$ cat config.mk
export PLATFORM = sky130hd
export DESIGN_NAME = minesweeper_game_ctrl
export DESIGN_NICKNAME = d
export VERILOG_FILES = /design/src/rtl/minesweeper_pkg.sv /design/src/rtl/minesweeper_game_ctrl_timer.sv /design/src/rtl/minesweeper_game_ctrl.sv
export SDC_FILE = /design/constraint.sdc
export NUM_CORES = 1
export LEC_CHECK = 0
export ABC_AREA = 1
export CAP_MARGIN = 10
export CORE_ASPECT_RATIO = 2
export CORE_UTILIZATION = 45
export DETAILED_ROUTE_END_ITERATION = 8
export GPL_TIMING_DRIVEN = 0
export MAX_ROUTING_LAYER = met4
export PLACE_DENSITY_LB_ADDON = 0.2
export SETUP_SLACK_MARGIN = 0.5
export SKIP_CTS_REPAIR_TIMING = 1
export SLEW_MARGIN = 20
export SYNTH_ARGS = -nofsm -noshare
export SYNTH_HDL_FRONTEND = slang
export SYNTH_HIERARCHICAL = 1
export SYNTH_SLANG_ARGS = --single-unit
$ cat constraint.sdc
create_clock -name clk -period 2 [get_ports clk]
set_clock_uncertainty 0.15 [all_clocks]
set_input_delay 0.2 -clock clk [delete_from_list [all_inputs] [get_ports clk]]
set_output_delay 0.2 -clock clk [all_outputs]
set_load 0.1 [all_outputs]
$ cat src/rtl/minesweeper_pkg.sv
// +--------------------------------------------------------------------------+
// | minesweeper_pkg : shared game states, timer defaults and cursor helper   |
// | Revision: 1.0                                                            |
// +--------------------------------------------------------------------------+
`default_nettype none

package minesweeper_pkg;

  localparam logic [3:0] INIT = 4'b0001;
  localparam logic [3:0] PLAY = 4'b0010;
  localparam logic [3:0] WIN  = 4'b0100;
  localparam logic [3:0] LOSE = 4'b1000;

  localparam int DEF_TICK_CYCLES = 50_000_000;
  localparam int DEF_MAX_TIME    = 999;

  typedef enum logic [3:0] {
    S_INIT = INIT,
    S_PLAY = PLAY,
    S_WIN  = WIN,
    S_LOSE = LOSE
  } game_state_e;

  // Opposing pulses cancel; an edge either clamps or wraps to the far side.
  function automatic int step_pos(input int pos, input int size,
                                  input logic dec, input logic inc,
                                  input logic wrap);
    if (dec && !inc) begin
      if (pos == 0) return wrap ? size - 1 : 0;
      return pos - 1;
    end
    if (inc && !dec) begin
      if (pos == size - 1) return wrap ? 0 : pos;
      return pos + 1;
    end
    return pos;
  endfunction

endpackage

`default_nettype wire

$ cat src/rtl/minesweeper_game_ctrl_timer.sv
// +--------------------------------------------------------------------------+
// | game_timer : cycle prescaler feeding a saturating elapsed-seconds count  |
// | Revision: 1.0                                                            |
// +--------------------------------------------------------------------------+
`default_nettype none

module game_timer
  import minesweeper_pkg::*;
#(
  parameter int TICK_CYCLES = DEF_TICK_CYCLES,
  parameter int MAX_TIME    = DEF_MAX_TIME
) (
  input  logic       clk,
  input  logic       reset,
  input  logic       clear,
  input  logic       run,
  output logic [9:0] time_sec
);

  localparam int PRE_W = (TICK_CYCLES > 1) ? $clog2(TICK_CYCLES) : 1;
  localparam logic [PRE_W-1:0] PRE_MAX = PRE_W'(TICK_CYCLES - 1);
  localparam logic [9:0]       SEC_MAX = 10'(MAX_TIME);

  logic [PRE_W-1:0] pre_q, pre_d;
  logic [9:0]       sec_q, sec_d;

  always_comb begin
    pre_d = pre_q;
    sec_d = sec_q;
    if (clear) begin
      pre_d = '0;
      sec_d = '0;
    end else if (run) begin
      if (pre_q == PRE_MAX) begin
        pre_d = '0;
        if (sec_q != SEC_MAX) sec_d = sec_q + 10'd1;
      end else begin
        pre_d = pre_q + PRE_W'(1);
      end
    end
  end

  always_ff @(posedge clk or posedge reset) begin
    if (reset) begin
      pre_q <= '0;
      sec_q <= '0;
    end else begin
      pre_q <= pre_d;
      sec_q <= sec_d;
    end
  end

  assign time_sec = sec_q;

endmodule

`default_nettype wire

$ cat src/rtl/minesweeper_game_ctrl.sv
// +--------------------------------------------------------------------------+
// | minesweeper_game_ctrl : game FSM, cursor, cell/mine counters and timer   |
// | Revision: 1.0                                                            |
// +--------------------------------------------------------------------------+
`default_nettype none

module minesweeper_game_ctrl
  import minesweeper_pkg::*;
#(
  parameter int X_SIZE      = 16,
  parameter int Y_SIZE      = 16,
  parameter int X_BITS      = 4,
  parameter int Y_BITS      = 4,
  parameter int CNT_BITS    = X_BITS + Y_BITS + 1,
  parameter int WRAP        = 0,
  parameter int TICK_CYCLES = DEF_TICK_CYCLES,
  parameter int MAX_TIME    = DEF_MAX_TIME
) (
  input  logic                       clk,
  input  logic                       reset,
  input  logic                       mv_l,
  input  logic                       mv_r,
  input  logic                       mv_u,
  input  logic                       mv_d,
  input  logic                       act,
  input  logic                       flag_mode,
  input  logic                       restart,
  input  logic                       board_done,
  input  logic [CNT_BITS-1:0]        num_mines,
  input  logic [CNT_BITS-1:0]        num_non_mines,
  input  logic                       cell_opened,
  input  logic                       opened_is_mine,
  input  logic                       flag_toggled,
  input  logic                       flag_set,
  output logic [3:0]                 state,
  output logic [X_BITS-1:0]          x_pos,
  output logic [Y_BITS-1:0]          y_pos,
  output logic                       open_req,
  output logic                       flag_req,
  output logic                       board_restart,
  output logic [CNT_BITS-1:0]        cells_to_open,
  output logic signed [CNT_BITS:0]   mines_left,
  output logic [9:0]                 time_sec
);

  localparam logic                      WRAP_EN = (WRAP != 0);
  localparam logic [CNT_BITS-1:0]       ONE_C   = CNT_BITS'(1);
  localparam logic signed [CNT_BITS:0]  ONE_M   = (CNT_BITS+1)'(1);

  game_state_e               state_q, state_d;
  logic [X_BITS-1:0]         x_q, x_d;
  logic [Y_BITS-1:0]         y_q, y_d;
  logic                      open_req_q, open_req_d;
  logic                      flag_req_q, flag_req_d;
  logic                      brst_q, brst_d;
  logic [CNT_BITS-1:0]       cells_q, cells_d;
  logic signed [CNT_BITS:0]  mines_q, mines_d;
  logic                      timer_clear;
  logic                      timer_run;

  always_comb begin
    state_d     = state_q;
    x_d         = x_q;
    y_d         = y_q;
    open_req_d  = 1'b0;
    flag_req_d  = 1'b0;
    brst_d      = 1'b0;
    cells_d     = cells_q;
    mines_d     = mines_q;
    timer_clear = 1'b0;

    if (restart) begin
      state_d = S_INIT;
      brst_d  = 1'b1;
    end else begin
      case (state_q)
        S_INIT: begin
          if (board_done) begin
            cells_d     = num_non_mines;
            mines_d     = $signed({1'b0, num_mines});
            timer_clear = 1'b1;
            state_d     = S_PLAY;
          end
        end
        S_PLAY: begin
          x_d = X_BITS'(step_pos(int'(x_q), X_SIZE, mv_l, mv_r, WRAP_EN));
          y_d = Y_BITS'(step_pos(int'(y_q), Y_SIZE, mv_u, mv_d, WRAP_EN));
          if (cell_opened) begin
            if (opened_is_mine) begin
              state_d = S_LOSE;
            end else if (cells_q != '0) begin
              cells_d = cells_q - ONE_C;
              if (cells_q == ONE_C) state_d = S_WIN;
            end
          end
          if (flag_toggled) begin
            mines_d = flag_set ? mines_q - ONE_M : mines_q + ONE_M;
          end
          // A game-ending open swallows the same-cycle action's request.
          if (act && state_d == S_PLAY) begin
            open_req_d = !flag_mode;
            flag_req_d = flag_mode;
          end
        end
        S_WIN, S_LOSE: begin
          x_d = X_BITS'(step_pos(int'(x_q), X_SIZE, mv_l, mv_r, WRAP_EN));
          y_d = Y_BITS'(step_pos(int'(y_q), Y_SIZE, mv_u, mv_d, WRAP_EN));
          if (act) begin
            state_d = S_INIT;
            brst_d  = 1'b1;
          end
        end
        default: state_d = S_INIT;
      endcase
    end
  end

  always_ff @(posedge clk or posedge reset) begin
    if (reset) begin
      state_q    <= S_INIT;
      x_q        <= '0;
      y_q        <= '0;
      open_req_q <= 1'b0;
      flag_req_q <= 1'b0;
      brst_q     <= 1'b0;
      cells_q    <= '0;
      mines_q    <= '0;
    end else begin
      state_q    <= state_d;
      x_q        <= x_d;
      y_q        <= y_d;
      open_req_q <= open_req_d;
      flag_req_q <= flag_req_d;
      brst_q     <= brst_d;
      cells_q    <= cells_d;
      mines_q    <= mines_d;
    end
  end

  assign timer_run = (state_q == S_PLAY);

  game_timer #(
    .TICK_CYCLES (TICK_CYCLES),
    .MAX_TIME    (MAX_TIME)
  ) u_timer (
    .clk      (clk),
    .reset    (reset),
    .clear    (timer_clear),
    .run      (timer_run),
    .time_sec (time_sec)
  );

  assign state         = state_q;
  assign x_pos         = x_q;
  assign y_pos         = y_q;
  assign open_req      = open_req_q;
  assign flag_req      = flag_req_q;
  assign board_restart = brst_q;
  assign cells_to_open = cells_q;
  assign mines_left    = mines_q;

endmodule

`default_nettype wire

# Word-level counts from Yosys, hierarchy flattened
# Index checks and enable logic that the tools add are counted.
# classes
addsub	9
n_eq_ne	25
mux	120
bitwise	1
reduce_logical	25
# ops
op	count
$mux W4	37
$mux W26	3
$mux W10	7
$mux W1	64
$mux W9	4
$add A26 B1 Y26 const B	1
$eq A26 B26 Y1 const B	1
$ne A5 B5 Y1 const B	4
$pmux W10 S2	1
$pmux W9 S2	1
$reduce_and A6 Y1	3
$pmux W4 S2	2
$eq A4 B1 Y1 const B	3
$ne A3 B3 Y1 const B	4
$pmux W4 S3	1
$add A10 B1 Y10 const B	1
$add A10 B2 Y10 const B	1
$ne A10 B10 Y1 const B	1
$reduce_bool A2 Y1	5
$sub A10 B2 Y10 const B	1
$eq A9 B1 Y1 const B	1
$reduce_bool A9 Y1	1
$sub A9 B1 Y9 const B	1
$add A4 B1 Y4 const B	2
15 further kinds	30
# totals
reg_bits	70
output_inout_bits	44
elab_cells	190

# Longest topological paths before layout
# depth
depth_word	13
mapped_depth	13
mapped_depth_nobuf	12

# Hierarchy
# Netlist, hierarchy kept.
# by_module_without_submodules
module	n_inst	cells_per_inst	area_per_inst_um2	seq_area_each_um2
minesweeper_game_ctrl	1	449	2892.8	852.1
game_timer	1	345	2298.5	900.9

# Worst setup path before layout
# OpenSTA, ideal clock, no wires.
# synth_path
kind	reg-to-reg
start	reg state_q[1] (netlist: state[1])
end	reg u_timer.pre_q[16]
setup_time_ns	0.118
arrival_time_ns	2.355
t_required_ns	1.732
setup_slack_ns	-0.624
stages_incl_launch_ff	10
cell_sequence	dfrtp_1 -> nand2_2 -> nor2_8 -> buf_2 -> nor2_4 -> inv_4 -> nand4_2 -> nor2_2 -> xor2_1 -> nor2_1
# synth_via
elab_cells_between_ends	6
classes_between	eq/ne: 2; mux: 3; reduce/logical: 1
# synth_lines
element	line_no	text
from (decl)	minesweeper_game_ctrl.sv:50	game_state_e state_q, state_d;
from (signal assigned)	minesweeper_game_ctrl.sv:129	state_q <= state_d;
$eq A4 B2 Y1	minesweeper_game_ctrl.sv:140	assign timer_run = (state_q == S_PLAY);
named net timer_run	minesweeper_game_ctrl.sv:59	logic timer_run;
$reduce_bool A2 Y1 (no source line)	n/a	
to (signal assigned)	minesweeper_game_ctrl_timer.sv:48	pre_q <= pre_d;
to (decl)	minesweeper_game_ctrl_timer.sv:24	logic [PRE_W-1:0] pre_q, pre_d;
# The timed path passes the listed nets, and every way through them passes these cells.
# A chain may end at the register's enable or synchronous reset.

# Final worst setup path
# layout_path
start	reg state_q[0] (netlist: state[0])
end	reg u_timer.pre_q[15]
# layout_via
elab_chain_cells	4
elab_cells_between_ends	6
classes_between	eq/ne: 2; mux: 3; reduce/logical: 1
# layout_rtl
element	line_no	text
$eq A4 B1 Y1 *	minesweeper_game_ctrl.sv:76	case (state_q)
$mux W1 *	minesweeper_game_ctrl.sv:76	
$mux W1 *	minesweeper_game_ctrl.sv:72	if (restart) begin
named net timer_clear	minesweeper_game_ctrl.sv:58	logic timer_clear;
$mux W26 or $reduce_bool A2 Y1 (tied branches)	n/a	
# Mark *: on every way through the listed nets, which the timed path passes. The rest lies on a longest branch.

==> metrics.txt <==
run status=complete, but fails checks; violated checks=setup timing; Die X=77.9 µm; asr flop ratio synth=100%; clock share of power=16.5%; Cells after DPL=1,011; antenna violations before repair=0; share of power burned in combinational logic=58.9%; net switching power of the design=5.22 mW; Slew Limit Fails=0; sequential cell area fraction in the yosys report=33.8%; final routed wirelength across all metal layers=16,400 µm; Max Cap Violations=0; non-filler cells, final=1,071; Post-Place Worst Slack=-0.824 ns; share of layout cells above drive strength 1=28.7%; Post-Synthesis Cell Area=5190 µm²; Slew headroom=47.4%; gate count of the mapped netlist=794; Hold Fails Final Rpt=0; number of sinks handled by clock tree synthesis=70; net count reported at finish=982; utilization after layout=66.1%; area taken by flip-flops and latches=1850 µm²; count of endpoints failing setup in the final report=32; Placement Cell Area=6400 µm²; worst setup margin=-0.233 ns; violation count after the first detailed-route iteration=382; minimum period implied by the final worst setup slack=2.23 ns; post-detailed-placement half-perimeter wirelength=11,000 µm; Cell Int Power=4.83 mW; syn_nets=852; number of filler instances in the final layout=963; unrepaired setup endpoints after global routing=yes; kind of start point of the critical path=flip-flop; I/O pins=76; CTS max path bufs=2; final design instance area without fill=7460 µm²; floorplan die area=12,000 µm²; capturing element type of the critical path=flip-flop; antenna cell count=0; overall die height=154 µm; number of warnings reported in the yosys synthesis log=6; vias in the first global route=5,491; DRT antenna net count=0; Yosys reg bits=70; Worst Tran Pin Value=0.788 ns; sequential cell fraction of total power=24.6%; total power draw=10.1 mW; f_max=0.448 GHz; Switching Share=51.9%; detail-routed via count per cell=5.41; critical path required time=2.11 ns; critical path class=flip-flop to flip-flop; data arrival at the endpoint of the critical path=2.35 ns; pin count of the biggest net entering global routing=37; number of input and output port buffers inserted=75; Placeable Area=11,300 µm²; global placer's final weighted congestion=0.925; Avg Synthesized Cell Area=6.54 µm²; TritonCTS buffer count=9; combined area of the multi-input logic cells=3390 µm²; worst supply voltage drop on vdd=883 µV; Vias=5,793; global-route wire length before repair=23,900 µm; number of distinct library cell variants in the gate-level netlist after synthesis=42; commonest register cell after synthesis=sky130_fd_sc_hd__dfrtp_1; overall track demand over capacity in global routing=25.7%; DRC violations left=0; overall overflow remaining after global route=0; highest net fanout along the worst path=7; static leakage=3.64 nW; WL per Instance=15.3 µm; clock-pin slew of the registers on the worst-case setup and hold paths=0.06 ns; Synth-to-Final Area Change=43.7%; number of cell rows=55; sum of negative setup slack=-4.98 ns; H-Tree Level Count=3; fin crit share=112%; starting density of the core=46.0%; TritonCTS clock tree=built; Clk Latency, worst-skew pair=0.34 ns; number of search-and-repair iterations in the first detailed-routing pass=5; worst hold margin=0.284 ns; P per Cell Area=1350 nW/µm²; worst hold path class=input port to async pin; depth of the worst register-to-register path=13; EDFF count, synth=0; clock tree root buffer cell=sky130_fd_sc_hd__clkbuf_16
cell families (layout without fill, tap and decap cells):
group                    count (synthesis)  after routing  share of synthesized area (%)
XOR/XNOR                                14             14                           2.36
flip-flops                              70             70                           33.8
AO/OA/AOI/OAI                           56             56                           6.31
AND/OR/NAND/NOR                        504            505                           41.5
buffers and inverters                  124            258                           9.62
adder cells (fa/ha/maj)                 26             26                           6.41
Yosys cell counts (5+ instances only):
cell type,number,share of area (%)
sky130_fd_sc_hd__nand3_1,62,6.0
sky130_fd_sc_hd__ha_1,25,6.0
sky130_fd_sc_hd__buf_2,5,0.48
sky130_fd_sc_hd__nor2_2,5,0.60
sky130_fd_sc_hd__nor2_1,113,8.2
sky130_fd_sc_hd__dfrtp_1,69,33
sky130_fd_sc_hd__xor2_1,7,1.2
sky130_fd_sc_hd__nor3_1,7,0.67
sky130_fd_sc_hd__nand2_2,5,0.60
sky130_fd_sc_hd__o21ai_0,25,2.4
sky130_fd_sc_hd__nand4_1,24,2.9
sky130_fd_sc_hd__nand2_1,272,20
sky130_fd_sc_hd__xnor2_1,7,1.2
sky130_fd_sc_hd__inv_1,108,7.8
sky130_fd_sc_hd__a21oi_1,13,1.3
flip-flops by register name, summed over array words and instances, names as in the netlist, 4 cells and up:
| name | cells |
|---|---|
| y_pos | 4 |
| cells_to_open | 9 |
| state | 4 |
| u_timer/time_sec | 10 |
| x_pos | 4 |
| u_timer/pre_q | 26 |
| mines_left | 10 |
area by class of cell:
| cell class | count | share of cell area, % |
|---|---|---|
| Buffer | 11 | 1.56 |
| Clock buffer | 13 | 3.49 |
| Inverter | 113 | 6.36 |
| Sequential cell | 70 | 24.8 |
| Clock inverter | 3 | 0.570 |
| Timing Repair inverter | 1 | 0.151 |
| Timing Repair Buffer | 117 | 15.2 |
| Tap cell | 142 | 2.38 |
| Multi-Input combinational cell | 601 | 45.4 |
routing by layer:
metal | global-route usage [%] | vias to the layer above | share of wire, %
li1 | - | 2756 | -
met1 | 23.5 | 2746 | 34
met5 | - | - | 0
met3 | 4.99 | 70 | 4.6
met4 | 10.8 | 0 | 3.8
met2 | 50.1 | 221 | 57
cell usage in the layout, fill, tap and decap left out, drive strengths merged, types with 4 or more instances in the layout:
| cell | instances |
|---|---|
| nand2 | 280 |
| dfrtp | 69 |
| inv | 111 |
| o21ai | 31 |
| clkbuf | 37 |
| clkdlybuf4s50 | 30 |
| nor2 | 121 |
| xnor2 | 7 |
| ha | 25 |
| clkinv | 4 |
| nor3 | 7 |
| nand3 | 64 |
| nand4 | 25 |
| xor2 | 7 |
| a21oi | 13 |
| buf | 74 |
critical path, cell delays in order, from the launching register on:
cell and delay (ns):
sky130_fd_sc_hd__dfstp_4 0.63, sky130_fd_sc_hd__inv_4 0.05, sky130_fd_sc_hd__nor2_4 0.14, sky130_fd_sc_hd__nand3_4 0.09
sky130_fd_sc_hd__nor2_4 0.13, sky130_fd_sc_hd__buf_6 0.12, sky130_fd_sc_hd__nor2_4 0.06, sky130_fd_sc_hd__nor2_4 0.09
sky130_fd_sc_hd__nand4_1 0.21, sky130_fd_sc_hd__nor2_4 0.23, sky130_fd_sc_hd__nand2_1 0.07, sky130_fd_sc_hd__nand2_1 0.06
sky130_fd_sc_hd__nand2_1 0.04, sky130_fd_sc_hd__nor2_1 0.10
worst paths after layout:
| kind | from | endpoint | slack, ns |
|---|---|---|---|
| max in group asynchronous | reset | mines_left[0]$_DFFE_PP0P_ | 0.84 |
| min in group clk | flag_mode | open_req$_DFF_PP0_ | 0.30 |
| worst min register to register | cells_to_open[8]$_DFFE_PP0P_ | cells_to_open[8]$_DFFE_PP0P_ | 0.37 |
| worst max register to register | state[0]$_DFFE_PP1P_ | u_timer/pre_q[15]$_DFFE_PP0P_ | -0.23 |
| worst min-delay path | reset | cells_to_open[0]$_DFFE_PP0P_ | 0.28 |
| worst max-delay path | state[0]$_DFFE_PP1P_ | u_timer/pre_q[15]$_DFFE_PP0P_ | -0.23 |
power by group through the flow:
stage	Combinational, mW	Clock (mW)	Sequential (mW)
2_1_floorplan	2.08	0	4.35
4_1_cts	5.23	1.67	2.46
6_report	5.92	1.66	2.48
3_3_place_gp	5.10	0	2.46
5_1_grt	6.34	1.74	2.53
3_5_place_dp	5.21	0	2.47
No activity file was read; power rests on OpenSTA's default activity.
